[src/rtl/yubex_tla_pkg.sv]
// Shared definitions for the tiny pattern generator / logic analyzer pair.
// Holds the waveform mode encodings, the generator FSM states, the LFSR
// constants and the 7-segment digit patterns. Segment a is bit 0, and the
// segment outputs are active-high.
package yubex_tla_pkg;

   typedef enum logic [2:0] {
      MODE_LOW    = 3'd0,
      MODE_HIGH   = 3'd1,
      MODE_SQUARE = 3'd2,
      MODE_RISE   = 3'd3,
      MODE_FALL   = 3'd4,
      MODE_PULSE  = 3'd5,
      MODE_PRBS   = 3'd6,
      MODE_BURST  = 3'd7
   } mode_e;

   typedef enum logic [1:0] {
      IDLE    = 2'd0,
      ONESHOT = 2'd1,
      CONT    = 2'd2
   } state_e;

   localparam logic [7:0] LFSR_SEED  = 8'h01;
   // x^8+x^6+x^5+x^4+1 as a Fibonacci register: feedback from bits 7,5,4,3
   localparam logic [7:0] LFSR_TAPS  = 8'b1011_1000;
   // Burst = 4 pulses of 1 tick high / 1 tick low; the last tick index is 7
   localparam logic [7:0] BURST_LAST = 8'd7;

   localparam logic [6:0] SEG_0 = 7'h3F;
   localparam logic [6:0] SEG_1 = 7'h06;
   localparam logic [6:0] SEG_2 = 7'h5B;
   localparam logic [6:0] SEG_3 = 7'h4F;
   localparam logic [6:0] SEG_4 = 7'h66;
   localparam logic [6:0] SEG_5 = 7'h6D;
   localparam logic [6:0] SEG_6 = 7'h7D;
   localparam logic [6:0] SEG_7 = 7'h07;

   function automatic logic [6:0] seg_digit(input logic [2:0] d);
      logic [6:0] s;
      case (d)
         3'd0:    s = SEG_0;
         3'd1:    s = SEG_1;
         3'd2:    s = SEG_2;
         3'd3:    s = SEG_3;
         3'd4:    s = SEG_4;
         3'd5:    s = SEG_5;
         3'd6:    s = SEG_6;
         default: s = SEG_7;
      endcase
      return s;
   endfunction

   function automatic logic [7:0] lfsr_next(input logic [7:0] l);
      return {l[6:0], ^(l & LFSR_TAPS)};
   endfunction

   // Output level driven in the cycle a mode is started
   function automatic logic mode_init(input mode_e m);
      return !(m == MODE_LOW || m == MODE_RISE);
   endfunction

   // Modes that finish on their own and fall back to IDLE
   function automatic logic mode_oneshot(input mode_e m);
      return (m == MODE_RISE) || (m == MODE_FALL) ||
             (m == MODE_PULSE) || (m == MODE_BURST);
   endfunction

endpackage

[src/rtl/yubex_tick_prescaler.sv]
// Bit-period prescaler. Counts 0..DIV-1 and flags tick while the count sits
// at DIV-1, then wraps. clr restarts the period so a new waveform gets a full
// first bit.
//   clk  in  system clock
//   rst  in  asynchronous active-high reset
//   clr  in  synchronous restart of the count
//   tick out one-cycle strobe every DIV clocks
module yubex_tick_prescaler #(
   parameter logic [13:0] DIV = 14'd1250
) (
   input  logic clk,
   input  logic rst,
   input  logic clr,
   output logic tick
);

   logic [13:0] r_cnt;

   assign tick = (r_cnt == DIV - 14'd1);

   always_ff @(posedge clk or posedge rst) begin
      if (rst)              r_cnt <= '0;
      else if (clr || tick) r_cnt <= '0;
      else                  r_cnt <= r_cnt + 14'd1;
   end

endmodule

[src/rtl/yubex_tiny_pattern_generator.sv]
// Programmable single-pin stimulus source. A rising edge on start (asynchronous,
// synchronized here) latches mode and launches a static level, single edge,
// pulse, square wave, pulse burst or PRBS on pattern_out. The latched mode is
// shown on a 7-segment digit.
//   clk         in  system clock
//   rst         in  asynchronous active-high reset
//   mode[2:0]   in  waveform select, sampled only on an accepted start
//   start       in  asynchronous start request, rising edge accepted
//   pattern_out out registered waveform
//   busy        out high while a waveform is running
//   seg[6:0]    out 7-segment digit of the latched mode (a = bit 0)
module yubex_tiny_pattern_generator
   import yubex_tla_pkg::*;
#(
   parameter logic [13:0] DIV         = 14'd1250,
   parameter logic [7:0]  PULSE_TICKS = 8'd4
) (
   input  logic       clk,
   input  logic       rst,
   input  logic [2:0] mode,
   input  logic       start,
   output logic       pattern_out,
   output logic       busy,
   output logic [6:0] seg
);

   logic       r_s0, r_s1, r_s2;
   state_e     r_state, w_state_nxt;
   mode_e      r_mode_q, w_mode_nxt;
   logic [7:0] r_lfsr, w_lfsr_nxt;
   logic [7:0] r_tcnt, w_tcnt_nxt;
   logic       r_pattern, w_pat_nxt;
   logic       w_start_pulse;
   logic       w_tick;

   // s0/s1 resolve metastability, s2 gives the edge detect
   always_ff @(posedge clk or posedge rst) begin
      if (rst) begin
         r_s0 <= 1'b0;
         r_s1 <= 1'b0;
         r_s2 <= 1'b0;
      end else begin
         r_s0 <= start;
         r_s1 <= r_s0;
         r_s2 <= r_s1;
      end
   end

   assign w_start_pulse = r_s1 & ~r_s2;

   yubex_tick_prescaler #(.DIV(DIV)) u_presc (
      .clk  (clk),
      .rst  (rst),
      .clr  (w_start_pulse),
      .tick (w_tick)
   );

   always_ff @(posedge clk or posedge rst) begin
      if (rst) begin
         r_state   <= IDLE;
         r_mode_q  <= MODE_LOW;
         r_lfsr    <= LFSR_SEED;
         r_tcnt    <= '0;
         r_pattern <= 1'b0;
      end else begin
         r_state   <= w_state_nxt;
         r_mode_q  <= w_mode_nxt;
         r_lfsr    <= w_lfsr_nxt;
         r_tcnt    <= w_tcnt_nxt;
         r_pattern <= w_pat_nxt;
      end
   end

   // A start always wins over a coincident tick, so a restart begins with a
   // full first bit period.
   always_comb begin
      w_state_nxt = r_state;
      w_mode_nxt  = r_mode_q;
      w_lfsr_nxt  = r_lfsr;
      w_tcnt_nxt  = r_tcnt;
      w_pat_nxt   = r_pattern;
      if (w_start_pulse) begin
         w_mode_nxt  = mode_e'(mode);
         w_lfsr_nxt  = LFSR_SEED;
         w_tcnt_nxt  = '0;
         w_pat_nxt   = mode_init(mode_e'(mode));
         w_state_nxt = mode_oneshot(mode_e'(mode)) ? ONESHOT : CONT;
      end else if (w_tick) begin
         case (r_state)
            CONT: begin
               case (r_mode_q)
                  MODE_SQUARE: w_pat_nxt = ~r_pattern;
                  MODE_PRBS: begin
                     w_lfsr_nxt = lfsr_next(r_lfsr);
                     w_pat_nxt  = w_lfsr_nxt[0];
                  end
                  default: ;
               endcase
            end
            ONESHOT: begin
               case (r_mode_q)
                  MODE_RISE: begin
                     w_pat_nxt   = 1'b1;
                     w_state_nxt = IDLE;
                  end
                  MODE_PULSE: begin
                     if (r_tcnt == PULSE_TICKS - 8'd1) begin
                        w_pat_nxt   = 1'b0;
                        w_state_nxt = IDLE;
                     end else begin
                        w_tcnt_nxt = r_tcnt + 8'd1;
                     end
                  end
                  MODE_BURST: begin
                     // ticks 1..7 toggle; the 8th ends low
                     if (r_tcnt == BURST_LAST) begin
                        w_pat_nxt   = 1'b0;
                        w_state_nxt = IDLE;
                     end else begin
                        w_pat_nxt  = ~r_pattern;
                        w_tcnt_nxt = r_tcnt + 8'd1;
                     end
                  end
                  default: begin
                     // MODE_FALL: single falling edge
                     w_pat_nxt   = 1'b0;
                     w_state_nxt = IDLE;
                  end
               endcase
            end
            default: ;
         endcase
      end
   end

   assign pattern_out = r_pattern;
   assign busy        = (r_state != IDLE);
   assign seg         = seg_digit(r_mode_q);

endmodule

[config.mk]
export PLATFORM = sky130hd
export DESIGN_NAME = yubex_tiny_pattern_generator
export DESIGN_NICKNAME = d
export VERILOG_FILES = /design/src/rtl/yubex_tla_pkg.sv /design/src/rtl/yubex_tick_prescaler.sv /design/src/rtl/yubex_tiny_pattern_generator.sv
export SDC_FILE = /design/constraint.sdc
export NUM_CORES = 1
export LEC_CHECK = 0
export ABC_AREA = 1
export CAP_MARGIN = 10
export CORE_MARGIN = 5
export CORE_UTILIZATION = 63
export CTS_CLUSTER_DIAMETER = 40
export DETAILED_ROUTE_END_ITERATION = 10
export PLACE_DENSITY = 0.92
export SYNTH_ARGS = -nofsm -noshare
export SYNTH_HDL_FRONTEND = slang
export SYNTH_SLANG_ARGS = --single-unit
[constraint.sdc]
create_clock -name clk -period 4 [get_ports clk]
set_input_delay 0.4 -clock clk [delete_from_list [all_inputs] [get_ports clk]]
set_output_delay 0.4 -clock clk [all_outputs]
set_load 0.01 [all_outputs]
Yosys cells after proc, flatten, opt, wreduce, memory -nomap -nowiden
Index checks and enable logic that the tools add are counted.

Input port bits: 6. Output and inout port bits: 9. Word-level logic and storage cells: 82. Bits in registers: 39.

Add/subtract/negate cells: 2. Muxes and demuxes: 26. Reductions and logical operators: 20. Equality and inequality tests: 22. Bitwise gates (word level): 3.

Operators by type and width (number): 8-bit 2-to-1 mux (9); 7-bit case mux with 7 select lines (1); 3-bit == test, second input constant (7); 8-bit case mux with 2 select lines (1); 14-bit by 1-bit adder with 14-bit output, second input constant (1); 14-bit by 11-bit == test with 1-bit output, second input constant (1); 14-bit 2-to-1 mux (1); 2-bit 2-to-1 mux (6); 3-bit by 2-bit inequality test with 1-bit output, second input constant (4); 2-bit nonzero test (5); 3-bit by 2-bit == test with 1-bit output, second input constant (3); 8-bit by 1-bit adder with 8-bit output, second input constant (1); 8-bit by 2-bit == test with 1-bit output, second input constant (1); 8-bit by 3-bit == test with 1-bit output, second input constant (1); 4-bit by 3-bit inequality test with 1-bit output, second input constant (2); 4-bit AND reduction (2); 8-bit XOR reduction (1); 3-bit zero test (2); 3-bit nonzero test (2); 1-bit logical OR (5); 5-bit AND reduction (1); 1-bit 2-to-1 mux (4); 1-bit case mux with 2 select lines (2); 2-bit case mux with 2 select lines (1); other kinds (8) (9).

Logic depth before layout (Yosys ltp)
Gate-level depths: netlist of run 1.

Word-level depth: 6. Gate-level depth with buffers: 10. Mapped depth without buffers: 10.

Cells and area by module
From an unflattened synthesis of run 1, not the netlist that was laid out.

Cells, all modules: 314. Area, all modules: 2357.3 sq um.

Modules (own cells, without submodules): yubex_tiny_pattern_generator (times used 1, cells an instance 194, area each 1461.4 sq um); yubex_tick_prescaler (times used 1, cells an instance 120, area each 895.9 sq um).

Worst setup path before layout of run 1
No wires, ideal clock.

Path type: register to output. Start point: reg r_mode_q[1]. End point: out seg[0]. Stages on the path, launching flop included: 8. Arrival time: 1.357 ns. Path buffers: 0. Slack: 2.243 ns. Path through: dfrtp_1 inv_2 nor2_2 nand2_1 inv_1 nor2_1 o211ai_1 or2_1.

Cells in the longest elaborated chain, start to end: 2. Elaborated cells between the ends (all ways): 8. Those cells by class: 6 x eq/ne; 1 x mux; 1 x reduce/logical.

Ends and longest elaborated chain: start, declared (line yubex_tiny_pattern_generator.sv:29) `mode_e r_mode_q, w_mode_nxt;`; start signal, assigned (line yubex_tiny_pattern_generator.sv:67) `r_mode_q <= w_mode_nxt;`; 3-bit == test (tied with other cells) (line yubex_tla_pkg.sv:41) `case (d)`; 7-bit case mux with 7 select lines (*) (line yubex_tla_pkg.sv:41); end, declared (line yubex_tiny_pattern_generator.sv:24) `output logic [6:0] seg`.

Mark *: on every way between the ends. The rest lies on a longest branch, timed or not.

Worst setup path after layout of run 1
Ends and elaborated chain as after synthesis.

==> flow_summary.yaml, run 1 <==
pwr:
  vdd_drop_max_mv: 0.3272
  swShare: 0.3381
  power_density_nw_per_um2: 387.7
  pwr-share-seq: 0.521
  p_comb_frac: 0.278
  intPower_w: 0.0006342
  cellLeakagePower_nw: 1.181
  p_clk_frac: 0.201
  p_total_w: 0.0009582
  power.net_switching_w: 0.0003240
cts:
  cts.clk_slew.worst_paths_ps: 100
  cts_tree: "built"
  cts_hold_buf: 0
  cts.htree.levels: 2
  root_buffer: "clkbuf_4"
  clock-sinks: 39
  cts_buffers: 5
  post_cts_buffers: 0
  cts_resized: 0
  clockBufferDepth: 2
  worstSkewPairLatency_ps: 350
die:
  die_x_um: 70.06
  io_pins: 15
  start_util: 0.6652
  num_rows: 21
  die_h_um: 70.06
  die_area_um2: 4908
  core_um2: 3416
placement:
  dp_cells: 339
  pre_cts_slack_ps: 1714
  gp_congestion: 0.9087
  postPlaceCellArea_um2: 2421
  io_buffer_count: 14
  hpwl_um: 3197
detailed_routing:
  postRouteAntennaNets: 0
  post-route-drc-count: 0
  first_pass_iters: 4
  num_vias: 1855
  via_per_inst: 5.346
  routedWlPerCell_um: 12.20
  wl_um: 4233
  drt_iter0_drc: 176
grt:
  antenna_found_initial: 0
  use_met3: 0.05739
  grt_pass1_wl_um: 7631
  grt_pass1_vias: 1736
  globalRouteMet1Util: 0.2473
  grt_max_degree: 40
  grt.busiest_layer: "met2"
  grt.overflow.total: 0
  use_met2: 0.3054
  grt_usage: 0.1908
min_path:
  min_to: "r_s1"
  hp-class: "reg2reg"
  worstHoldStart: "r_s0"
  min_delay_path_depth: 0
sta:
  setup_tns_ps: 0
  hold_viol: 0
  fin_ws_ps: 1497
  worst_pin_slew_ps: 669.3
  maxSlewViolCount: 0
  skew_ps: 15.05
  setup_viol: 0
  post-route-period-util: 0.6256
  slew_headroom: 0.5533
  max_clock_freq_ghz: 0.3996
  fin_crit_ps: 2503
  rsz0062_at_grt: "no"
yosys:
  synth.area.top_cells: "dfrtp_1 (42%), nand2_1 (12%), o21ai_2 (6.6%), inv_1 (5.5%), nor2_1 (4.3%)"
  seq_area_frac_synth: 0.4301
  synth-seq-cells: 39
  yosys_warnings: 0
  synth_compound_area_frac: 0.1333
  synth_top_family_by_area: "simple AND/OR/NAND/NOR gates"
  yosys.area_share.simple: 0.2847
  synth_fp_nets: 297
  syn_area_um2: 2272
  synth_top_area_frac: 0.4185
  ys_types: 32
  synth_adder_area_share: 0.03304
  synth-xor-area-share: 0.03469
  synth_mux_area_frac: 0
  syn_area_per_cell_um2: 7.973
  synth_top_area_cell: "dfrtp_1"
  synthCells: 285
job:
  cap_violations: 0
worst_setup_path:
  worstRegToRegCells: 7
  required_ps: 3600
  timing.rr.start: "r_s1"
  rr_endpoint: "r_lfsr[5]"
  crit_start: "r_mode_q[1]"
  regToRegSetupSlack_ps: 1700
  worstSetupEndpointType: "primary output"
  crit_arrival_ps: 2100
  critical_path_class: "reg2out"
  crit_path_max_fanout: 5
  start_kind: "register"
final_layout:
  nNetsFinal: 312
  drive_above_1_share: 0.1395
  instances_no_fill: 347
  fill_cells: 269
  multi_input_area_um2: 1104
  area.sequential_um2: 977.2
  finalInstanceArea_um2: 2471
  diodes: 0
  areaGrowthSynthToFinish_pct: 8.756
outcome:
  outcome: "finished clean"
==> registers in the layout, summed over array words and instances (netlist names), 2 cells and up <==
register,count
r_mode_q,3
u_presc.r_cnt,14
r_tcnt,8
r_lfsr,8
r_state,2
==> worst max-delay path: stages, from the launching register on <==
cell and delay (ps):
dfrtp_1 460, inv_2 120, nor2_2 50, nand2_1 110, inv_1 80, nor2_1 130
o211ai_1 110, or2_1 220, clkdlybuf4s50_1 480
==> synthesized netlist by cell type <==
| cell | n |
|---|---|
| nand2_1 | 72 |
| dfrtp_1 | 38 |
| inv_1 | 33 |
| nor2_1 | 26 |
| nand3_1 | 19 |
| o21ai_2 | 17 |
| o21ai_0 | 12 |
| a21oi_1 | 10 |
| nor3_1 | 7 |
| xor2_1 | 7 |
| ha_1 | 6 |
| or2_2 | 4 |
| buf_6 | 3 |
| inv_2 | 3 |
| nand2_2 | 3 |
| nand4_1 | 3 |
| buf_4 | 2 |
| clkbuf_1 | 2 |
| nand3b_1 | 2 |
| nor3_2 | 2 |
| o21a_1 | 2 |
| xnor2_1 | 2 |
| a211oi_1 | 1 |
| a31o_2 | 1 |
| dfstp_2 | 1 |
| nand2_4 | 1 |
| nand3_2 | 1 |
| nand3_4 | 1 |
| nor2_2 | 1 |
| o211ai_1 | 1 |
| o21ai_1 | 1 |
| or2_1 | 1 |
==> per-stage QoR <==
| stage | hold WS, ps | util |
|---|---|---|
| 2_1_floorplan | 331.2 | - |
| 3_3_place_gp | 362.7 | 0.7088 |
| 3_5_place_dp | 364.8 | 0.7088 |
| 4_1_cts | 399.0 | 0.7234 |
| 5_1_grt | 413.6 | 0.7234 |
| 6_report | 393.1 | 0.7234 |
==> cells by family (layout without fill, tap and decap cells) <==
| kind of cell | after synthesis | in the layout |
|---|---|---|
| flops | 39 | 39 |
| buf+inv | 43 | 59 |
| xor+xnor | 9 | 9 |
| fa+ha+maj | 6 | 6 |
| simple gates | 143 | 143 |
| compound gates | 45 | 45 |
==> worst max path at each step <==
stage	cells after the start	to
floorplan	7	seg[0]
global placement	8	seg[0]
detailed placement	7	r_lfsr[3]
CTS	8	seg[0]
global route	8	seg[0]
finish	8	seg[0]
==> routing by layer <==
layer	vias to the layer above	share of wire
met1	862	0.44
li1	943	-
met2	46	0.49
met5	-	0
met4	0	0.012
met3	4	0.053
==> cells in the final DEF (no fill, tap or decap) <==
cell             instances
xnor2_1                  2
clkdlybuf4s50_1         14
nand3_1                 19
clkbuf_4                 5
xor2_1                   7
or2_2                    4
nand4_1                  3
ha_1                     6
dfrtp_1                 38
inv_2                    3
nand3_2                  1
nand3b_1                 2
o21ai_2                 17
a211oi_1                 1
clkinv_2                 1
o21ai_1                  1
nand3_4                  1
nor3_2                   2
nand2_1                 72
nor2_1                  26
buf_4                    1
inv_1                   33
clkbuf_1                 2
o21a_1                   2
nor3_1                   7
nand2_4                  1
or2_1                    1
o211ai_1                 1
o21ai_0                 12
nor2_2                   1
nand2_2                  3
a31o_2                   1
a21oi_1                 10
dfstp_2                  1
==> power groups by stage <==
stage               sequential [W]  combinational [W]  clock [W]
floorplan                 0.000496           0.000188          0
CTS                       0.000498           0.000269   0.000201
finish                    0.000499           0.000266   0.000193
global route              0.000507           0.000305   0.000221
detailed placement        0.000507           0.000268          0
global placement          0.000505           0.000260          0
==> area by class of cell <==
type                       instances  share of cell area
multi-input combinational        203              0.4466
sequential                        39              0.3954
timing repair buffer              15             0.05975
inverter                          36             0.05468
tap                               46             0.02329
clock buffer                       7             0.01823
clock inverter                     1            0.002025
(Power assumes the default switching activity.)
==> inputs of run 2 (changes only) <==
- CORE_UTILIZATION: 63 -> 59
- PLACE_DENSITY: 0.92 -> 0.88
- clock period: 4 -> 2.4 ns (I/O delays scaled with it)
==> run 2 against run 1 <==
  * First-iteration DRC count decreased by 37%
  * Die area increased by 5.8%
  * Global-route usage about the same
  * Clock power increased by 130%
  * Sequential share of layout area decreased by 0.96 points
  * Hold slack got worse by 32 ps
  * Largest power group unchanged
  * Critical endpoint unchanged
  * Final area increased by 2.5%
  * Count of clock-buffer cells in the layout unchanged
==> flow_summary.yaml, run 2 (synthesized netlist as in run 1, its figures left out) <==
sta:
  maxSlewViolCount: 0
  max_clock_freq_ghz: 0.4421
  setup_tns_ps: 0
  fin_ws_ps: 138.3
  skew_ps: 5.819
  setup_viol: 0
  fin_crit_ps: 2262
  slew_headroom: 0.6807
  rsz0062_at_grt: "no"
  post-route-period-util: 0.9424
  worst_pin_slew_ps: 479.0
  hold_viol: 0
worst_setup_path:
  critPathBufInv: 3
  timing.rr.start: "u_presc.r_cnt[4]"
  start_kind: "register"
  worstRegToRegCells: 8
  rr_endpoint: "r_lfsr[6]"
  cp_common_cell: "nor2_2"
  cp_slowest_stage_delay_ps: 480
  worstSetupEndpointType: "primary output"
  slowest_stage: "clkdlybuf4s50_1"
  critical_path_class: "reg2out"
  cp_top_family: "buffers and inverters"
  crit_arrival_ps: 2020
  crit_start: "r_mode_q[1]"
  endpoint: "seg[0]"
  regToRegSetupSlack_ps: 670
  crit_chain: "inv_2 -> nor2_2 -> nand2_1 -> inv_1 -> nor2_2 -> o211ai_1 -> or2_1 -> clkdlybuf4s50_1"
  required_ps: 2160
  crit_path_max_fanout: 5
  cp.depth: 8
placement:
  gp_congestion: 0.8905
  io_buffer_count: 14
  hpwl_um: 3207
  dp_cells: 343
  postPlaceCellArea_um2: 2439
  pre_cts_slack_ps: 475.7
final_layout:
  largest_reg_flops: 14
  layout_commonest_cell: "nand2_1"
  areaGrowthSynthToFinish_pct: 11.45
  nNetsFinal: 314
  mostFrequentLayoutCells: "nand2_1 (72), dfrtp_1 (38), inv_1 (33)"
  top_regs: "u_presc.r_cnt x14, r_lfsr x8, r_tcnt x8"
  drive_above_1_share: 0.1518
  area.sequential_um2: 977.2
  multi_input_area_um2: 1106
  final_util: 0.6866
  largest-register: "u_presc.r_cnt"
  fill_cells: 298
  diodes: 0
  finalInstanceArea_um2: 2532
  instances_no_fill: 351
cts:
  cts_hold_buf: 0
  root_buffer: "clkbuf_8"
  clockBufferDepth: 2
  cts_tree: "built"
  post_cts_buffers: 0
  worstSkewPairLatency_ps: 290
  cts.htree.levels: 2
  cts.clk_slew.worst_paths_ps: 70
  cts_buffers: 5
  cts_resized: 0
  clock-sinks: 39
grt:
  grt.overflow.total: 0
  grt_usage: 0.1906
  grt_pass1_vias: 1824
  antenna_found_initial: 0
  grt_pass1_wl_um: 7776
  grt_max_degree: 40
detailed_routing:
  postRouteAntennaNets: 0
  first_pass_iters: 5
  drt_iter0_drc: 111
  via_per_inst: 5.299
  num_vias: 1860
  post-route-drc-count: 0
  wl_um: 4452
  routedWlPerCell_um: 12.68
die:
  core_um2: 3689
  die_x_um: 72.06
  die_area_um2: 5192
  io_pins: 15
  num_rows: 22
  die_h_um: 72.06
  start_util: 0.6160
pwr:
  power_density_nw_per_um2: 689.1
  vdd_drop_max_mv: 0.5266
  cellLeakagePower_nw: 1.210
outcome:
  outcome: "finished clean"
min_path:
  hp-class: "reg2reg"
  worstHoldStart: "r_s0"
job:
  cap_violations: 0
## run 2: worst min-delay path by stage
| stage | end | cells after the start |
|---|---|---|
| final | r_s1 | 0 |
| after global routing | r_s0 | 1 |
| after CTS | r_s1 | 0 |
| after detailed placement | r_s1 | 0 |
| after global placement | r_s1 | 0 |
| after floorplan | r_s0 | 0 |
## run 2: routing by layer
metal / GRT usage / share of wire / routed length, um / vias to the layer above
li1: - / - / - / 944
met3: 0.05125 / 0.054 / 239 / 12
met5: 0 / 0 / 0 / -
met4: 0.09186 / 0.024 / 109 / 0
met1: 0.2343 / 0.45 / 1998 / 849
met2: 0.3102 / 0.47 / 2105 / 55
## run 2: per-stage QoR
step / hold WS [ps] / total power [W]
global placement: 348.2 / 0.001275
finish: 360.6 / 0.001745
global route: 393.4 / 0.001868
CTS: 363.7 / 0.001757
floorplan: 271.4 / 0.001140
detailed placement: 338.0 / 0.001300
## run 2: where the power goes
part / leakage (nW) / internal [W] / switching, W
Clock: 0.0482 / 0.000232 / 0.000218
Sequential: 0.513 / 0.000746 / 0.0000908
Combinational: 0.649 / 0.000201 / 0.000258
Total: 1.21 / 0.00118 / 0.000567
## run 2: area by class of cell
type / instances / share of cell area
clock inverters: 1 / 0.001976
flip-flops and latches: 39 / 0.3859
repair buffers: 17 / 0.06423
clock buffers: 7 / 0.03409
well taps: 48 / 0.02372
multi-input cells: 203 / 0.4368
inverters: 36 / 0.05336
==> inputs of run 3 (changes only) <==
- CAP_MARGIN: 10 -> 20
- SLEW_MARGIN: unset -> 20
==> results of run 3 <==
No change in the layout: final DEF, timing and power equal those of run 2.
